===== config.mk =====
export PLATFORM = sky130hd
export DESIGN_NAME = bt_recursion_sched
export DESIGN_NICKNAME = d
export VERILOG_FILES = /design/src/rtl/bt_recursion_sched.sv
export SDC_FILE = /design/constraint.sdc
export NUM_CORES = 1
export LEC_CHECK = 0
export CAP_MARGIN = 20
export CORE_MARGIN = 5
export CORE_UTILIZATION = 40
export DETAILED_ROUTE_END_ITERATION = 7
export GPL_ROUTABILITY_DRIVEN = 1
export GPL_TIMING_DRIVEN = 0
export PLACE_DENSITY = 0.58
export SYNTH_ARGS = -nofsm -noshare
export SYNTH_HDL_FRONTEND = slang
export SYNTH_SLANG_ARGS = --single-unit

===== constraint.sdc =====
create_clock -name clk -period 6.4 [get_ports clk]
set_clock_uncertainty 0.2 [all_clocks]
set_input_delay 1.6 -clock clk [delete_from_list [all_inputs] [get_ports clk]]
set_output_delay 1.6 -clock clk [all_outputs]
set_load 0.01 [all_outputs]

===== src/rtl/bt_recursion_sched.sv =====
// Backtracking search sequencer for the ex stage.
// Keeps the current frame plus a call stack and steps fetch/exec/update.
//
// Ports:
//   clk, rst_n (sync, active-low)
//   start, i0/z0/k0/l0      : launch with root frame
//   busy, done, err_ovf     : search status
//   en_ex, pos_out, *_out   : phase and current frame to ex
//   mem_req / mem_ack       : occurrence-data fetch handshake
//   over_1, over_2, new_call, finish, en_new_position,
//   new_position, *_new     : ex results, sampled in EXEC
//   hit_valid, hit_k/l, hit_cnt : match reporting
module bt_recursion_sched #(
  parameter int DEPTH = 16,
  parameter int W     = 8,
  parameter int PW    = 5,
  parameter int AW    = 12
) (
  input  logic          clk,
  input  logic          rst_n,
  input  logic          start,
  input  logic [W-1:0]  i0,
  input  logic [W-1:0]  z0,
  input  logic [W-1:0]  k0,
  input  logic [W-1:0]  l0,
  output logic          busy,
  output logic          done,
  output logic          err_ovf,
  output logic [2:0]    en_ex,
  output logic [PW-1:0] pos_out,
  output logic [W-1:0]  i_out,
  output logic [W-1:0]  z_out,
  output logic [W-1:0]  k_out,
  output logic [W-1:0]  l_out,
  output logic          mem_req,
  input  logic          mem_ack,
  input  logic          over_1,
  input  logic          over_2,
  input  logic          en_new_position,
  input  logic          new_call,
  input  logic          finish,
  input  logic [PW-1:0] new_position,
  input  logic [W-1:0]  i_new,
  input  logic [W-1:0]  z_new,
  input  logic [W-1:0]  k_new,
  input  logic [W-1:0]  l_new,
  output logic          hit_valid,
  output logic [W-1:0]  hit_k,
  output logic [W-1:0]  hit_l,
  output logic [15:0]   hit_cnt
);

  localparam int SW = $clog2(DEPTH + 1);
  localparam int IW = (DEPTH > 1) ? $clog2(DEPTH) : 1;
  localparam logic [PW-1:0] POS_NONE = '0;
  localparam logic [31:0]   AW_L = AW;

  typedef struct packed {
    logic [PW-1:0] pos;
    logic [W-1:0]  i;
    logic [W-1:0]  z;
    logic [W-1:0]  k;
    logic [W-1:0]  l;
  } frame_t;

  typedef enum logic [2:0] {
    S_IDLE,
    S_FETCH,
    S_EXEC,
    S_UPD,
    S_DONE
  } state_t;

  state_t state, state_nxt;

  frame_t cur;
  frame_t stack [DEPTH];
  logic [SW-1:0] sp, sp_m1;
  logic [IW-1:0] wr_idx, rd_idx;
  logic sp_full, sp_empty;

  logic r_o1, r_o2, r_nc, r_fin, r_enp;
  logic [PW-1:0] r_npos;
  frame_t r_child;

  logic do_push, do_pop, do_hit, do_ovf, do_pos, ret;
  logic unused_aw;

  assign unused_aw = AW_L[0];

  assign sp_m1    = sp - SW'(1);
  assign wr_idx   = sp[IW-1:0];
  assign rd_idx   = sp_m1[IW-1:0];
  assign sp_full  = (sp == SW'(DEPTH));
  assign sp_empty = (sp == '0);

  assign pos_out = cur.pos;
  assign i_out   = cur.i;
  assign z_out   = cur.z;
  assign k_out   = cur.k;
  assign l_out   = cur.l;

  always_ff @(posedge clk) begin
    if (!rst_n) state <= S_IDLE;
    else        state <= state_nxt;
  end

  always_comb begin
    state_nxt = state;
    en_ex     = 3'b000;
    mem_req   = 1'b0;
    busy      = 1'b0;
    done      = 1'b0;
    do_push   = 1'b0;
    do_pop    = 1'b0;
    do_hit    = 1'b0;
    do_ovf    = 1'b0;
    do_pos    = 1'b0;
    ret       = 1'b0;
    unique case (state)
      S_IDLE: begin
        if (start) state_nxt = S_FETCH;
      end
      S_FETCH: begin
        en_ex   = 3'b001;
        mem_req = 1'b1;
        busy    = 1'b1;
        if (mem_ack) state_nxt = S_EXEC;
      end
      S_EXEC: begin
        en_ex     = 3'b011;
        busy      = 1'b1;
        state_nxt = S_UPD;
      end
      S_UPD: begin
        busy      = 1'b1;
        state_nxt = S_FETCH;
        // One action per update, highest priority first.
        if (r_o2) begin
          do_hit = 1'b1;
          ret    = 1'b1;
        end else if (r_o1) begin
          ret = 1'b1;
        end else if (r_nc) begin
          if (sp_full) begin
            do_ovf    = 1'b1;
            state_nxt = S_DONE;
          end else begin
            do_push = 1'b1;
          end
        end else if (r_fin) begin
          ret = 1'b1;
        end else if (r_enp) begin
          do_pos = 1'b1;
        end
        if (ret) begin
          if (sp_empty) state_nxt = S_DONE;
          else          do_pop    = 1'b1;
        end
      end
      S_DONE: begin
        done      = 1'b1;
        state_nxt = S_IDLE;
      end
      default: state_nxt = S_IDLE;
    endcase
  end

  always_ff @(posedge clk) begin
    if (!rst_n) begin
      cur       <= '0;
      sp        <= '0;
      err_ovf   <= 1'b0;
      hit_valid <= 1'b0;
      hit_k     <= '0;
      hit_l     <= '0;
      hit_cnt   <= '0;
      r_o1      <= 1'b0;
      r_o2      <= 1'b0;
      r_nc      <= 1'b0;
      r_fin     <= 1'b0;
      r_enp     <= 1'b0;
      r_npos    <= '0;
      r_child   <= '0;
    end else begin
      hit_valid <= 1'b0;
      if (state == S_IDLE && start) begin
        cur     <= '{pos: POS_NONE, i: i0, z: z0, k: k0, l: l0};
        sp      <= '0;
        hit_cnt <= '0;
        err_ovf <= 1'b0;
      end
      if (state == S_EXEC) begin
        r_o1    <= over_1;
        r_o2    <= over_2;
        r_nc    <= new_call;
        r_fin   <= finish;
        r_enp   <= en_new_position;
        r_npos  <= new_position;
        r_child <= '{pos: POS_NONE, i: i_new, z: z_new,
                     k: k_new, l: l_new};
      end
      if (do_hit) begin
        hit_valid <= 1'b1;
        hit_k     <= cur.k;
        hit_l     <= cur.l;
        if (hit_cnt != 16'hFFFF) hit_cnt <= hit_cnt + 16'd1;
      end
      if (do_ovf) err_ovf <= 1'b1;
      if (do_push) begin
        sp  <= sp + SW'(1);
        cur <= r_child;
      end
      if (do_pop) begin
        sp  <= sp_m1;
        cur <= stack[rd_idx];
      end
      if (do_pos) cur.pos <= r_npos;
    end
  end

  // Suspended frame resumes at the position ex handed back with the call.
  always_ff @(posedge clk) begin
    if (rst_n && do_push) begin
      stack[wr_idx] <= '{pos: r_npos, i: cur.i, z: cur.z,
                         k: cur.k, l: cur.l};
    end
  end

endmodule


==> impl_metrics.toml <==
[setup_path]
start_kind = "flip-flop"
critical-path-max-stage-delay_ps = 820
crit_path_end_kind = "primary output"
r2r_start = "sp[0]$_SDFFE_PN0P_"
crit_chain = "clkbuf_1 > nand2b_1 > or2_2 > clkbuf_1 > clkinv_1 > clkbuf_1 > clkdlybuf4s50_1"
crit_slowest_cell = "clkbuf_1"
critical-path-top-delay-family = "buffers and inverters"
cp.required_ps = 4600
worstPathMaxFanout = 10
reg2reg_depth = 13
cp.buffers_inverters = 5
worstSetupPathType = "reg -> out"
critical_path.most_common_cell = "clkbuf_1"
reg2reg_slack_ps = 860
r2r-end = "pos_out[4]$_SDFFE_PN0P_"
arrival_ps = 4070

[layout]
antenna_cells = 0
final_nets = 1951
layout-drive-gt1-share_pct = 21.02
syn_to_final_growth_pct = 21.41
final_cells = 2858
nFillCells = 5773

[yosys]
synth_edf_count = 592
synth_adder_area_share_pct = 0.2688
yosys.cell_types.count = 65
ys_seq_area_share_pct = 72.34
syn-cell-area_sq_um = 27920
syn_avg_cell_area_sq_um = 17.49
syn_nets = 1681
synth-xor-area-share_pct = 0.09409
yosysWarnings = 0
synth_top_family_by_area = "multiplexers"
synth_ff_type = "edfxtp_1"
synth-simple-area-share_pct = 4.862
synth-seq-cells = 713
synth_mux_area_share_pct = 13.52
synth-compound-area-share_pct = 6.654
synth_cells = 1597
async_flop_share_pct = 0

[power_and_ir_drop]
clkPwrFrac_pct = 44.9
peakVddDrop_uv = 182.7
seq_power_share_pct = 52.5
combPwrFrac_pct = 2.6
power_per_cell_area_nw_per_um2 = 289.8
switching_share_pct = 20.34
power_switching_uw = 1998
cellLeakagePower_uw = 0.01059
internal_power_uw = 7826

[timing]
period_needed_ps = 5873
fin_setup_tns_ps = 0
maxClockFrequency_mhz = 170.3
hold_viol_final = 0
max-slew-margin-rel_pct = 21.84
fin_crit_sh_pct = 91.77
max_slew.worst_pin.slew_ps = 1172
rsz0062_at_grt = "no"
slew_viol_final = 0
finalHoldWorstSlack_ps = 253.7
finalSetupViolCount = 0

[clock_tree]
ctsResizeCount = 0
hold_buffers = 0
numClockSinks = 713
clkTransAtPathRegs_ps = 60
clock_path_buffers = 3
cts_made_buffers = 74
cts_tree = "done"
root_buffer = "clkbuf_16"
htreeDepth = 3
clk_latency_ps = 640
postCtsSetupBuffers = 0

[hold_path]
hold_path.startpoint = "hit_l[3]$_SDFFE_PN0P_"
min_path_type = "reg -> reg"
holdPathStages = 2
worstHoldEndpoint = "hit_l[3]$_SDFFE_PN0P_"

[grt]
antenna_found_initial = 0
grt_max_degree = 24
grtUsageTotal_pct = 20.76
first_global_vias = 16339
grt_first_pass_wirelength_mm = 112.4
gr-total-overflow = 0

[detailed_routing]
finalWirelength_mm = 78.72
drt_pass1_iterations = 5
wl_per_cell_um = 27.54
dr_total_vias = 16174
ant_nets = 0
wl_met2_mm = 38.05
drc_errors = 0
wl_met3_mm = 6.205
highest_layer = "met4"
wl_met1_mm = 31.96
routed_via_density = 5.659
drt_iter0_markers = 1768

[die]
die_w_um = 274.2
fp.coreArea_sq_um = 68950
dieHeight_um = 274.2
initial_core_util_pct = 40.50
boundaryPins = 155
rows = 96
dieArea_sq_um = 75190

[place]
place_congestion = 0.8338
io_buffers = 153
dp_hpwl_mm = 51.94
placed_cells = 2721

[run]
cap_violations = 0

[outcome]
status = "finished, final reports clean"
-- power by group through the flow --
stage / clock [uW] / combinational, uW / sequential [uW]
5_1_grt: 4690 / 275 / 5160
2_1_floorplan: 0 / 99.2 / 5220
3_3_place_gp: 0 / 253 / 5240
4_1_cts: 4500 / 258 / 5150
3_5_place_dp: 0 / 257 / 5250
6_report: 4410 / 258 / 5150
-- cells by family after synthesis --
family,count (synthesis)
simple gates,285
fa+ha+maj,6
flops,713
compound gates,253
buf+inv,148
xor+xnor,3
mux,188
other cells,1
-- cells in the final DEF (no fill, tap or decap), types with 5 or more instances in the layout --
cell	synthesis	layout
edfxtp_1	592	592
dfxtp_1	121	121
o32ai_2	10	10
o21ai_0	5	5
mux2i_1	7	7
inv_1	39	39
buf_2	32	32
nand3_1	16	16
a221o_1	6	6
bufinv_16	0	9
clkbuf_16	0	77
nor2_1	25	13
o221ai_1	34	34
clkbuf_1	64	83
a21oi_1	100	100
nor2b_1	42	42
buf_4	5	12
mux2_2	33	33
mux4_2	148	148
or3_1	7	7
clkbuf_8	0	6
clkinv_1	1	8
a211oi_1	44	44
buf_1	5	5
nor2_4	0	12
buf_6	2	15
buf_16	0	11
nor3_1	15	12
buf_12	0	7
nand2_1	144	144
clkinv_2	0	12
and3_1	5	5
o32ai_1	22	22
ha_1	6	6
clkdlybuf4s50_1	0	153
a211o_1	5	5
-- cell type report --
class                   instances  area (sq um)  share of cell area (%)
plain buffers                 108         479.2                   1.413
clock buffers                 102          2081                   6.137
clock inverters                34         404.1                   1.192
inverters                      40         150.1                  0.4429
multi-input cells             736          7207                   21.26
flip-flops and latches        713         20200                   59.58
well taps                     931          1165                   3.436
repair buffers                194          2218                   6.543
-- cells in the mapped netlist, types with 5 or more instances --
master,instances,area (sq um)
and3_1,5,31.28
buf_4,5,37.54
nand3_1,16,80.08
edfxtp_1,592,17780
nor3_1,15,75.07
mux2_2,33,371.6
or3_1,7,43.79
clkbuf_1,64,240.2
buf_2,32,160.2
o32ai_1,22,192.7
ha_1,6,75.07
mux4_2,148,3333
a211o_1,5,43.79
nor2_1,25,93.84
nor2b_1,42,262.8
buf_1,5,18.77
o221ai_1,34,297.8
a21oi_1,100,500.5
nand2_1,144,540.5
dfxtp_1,121,2422
o32ai_2,10,162.7
a211oi_1,44,330.3
a221o_1,6,60.06
mux2i_1,7,70.07
o21ai_0,5,25.02
inv_1,39,146.4
-- worst min-delay path, delay by kind of cell (launching register included) --
family          cells  cell delay [ps]
flops               1              310
simple gates        1               50
compound gates      1               50
-- per-layer routing --
layer	vias up	track usage, %
li1	6931	-
met1	8390	27.86
met2	702	33.72
met3	151	4.463
met4	0	7.381
met5	-	0
-- how the worst max path moves through the flow --
stage                     startpoint                      end  slack [ps]  cells after the start
2_1_floorplan                  rst_n   stack[14][0]$_DFFE_PP_         140                      3
3_3_place_gp                   rst_n  stack[14][14]$_DFFE_PP_       -5910                      4
3_5_place_dp      sp[0]$_SDFFE_PN0P_  pos_out[4]$_SDFFE_PN0P_         950                     13
4_1_cts        state[0]$_SDFFE_PN0P_                 en_ex[1]         520                      7
5_1_grt        state[0]$_SDFFE_PN0P_                 en_ex[1]         430                      7
6_report       state[0]$_SDFFE_PN0P_                 en_ex[1]         530                      7
-- flip-flops by register name, indices dropped and copies added (netlist names) --
name and cells:
state 3, z_out 8, l_out 8, i_out 8, r_child 32, k_out 8, hit_valid 1, err_ovf 1
r_fin 1, sp 5, r_enp 1, r_npos 5, r_o2 1, r_o1 1, r_nc 1, pos_out 5
hit_cnt 16, hit_k 8, hit_l 8, stack 592
-- stage by stage --
step	worst slack, ps	area (sq um)	utilization (%)	total power (uW)
floorplan	144.5	27920	-	5321
global placement	-5908	30620	44.41	5496
detailed placement	947.3	31410	45.56	5510
CTS	517.4	33900	49.16	9907
global route	429.2	33900	49.17	10120
finish	526.6	33900	49.17	9824
No activity file was read; power rests on OpenSTA's default activity.
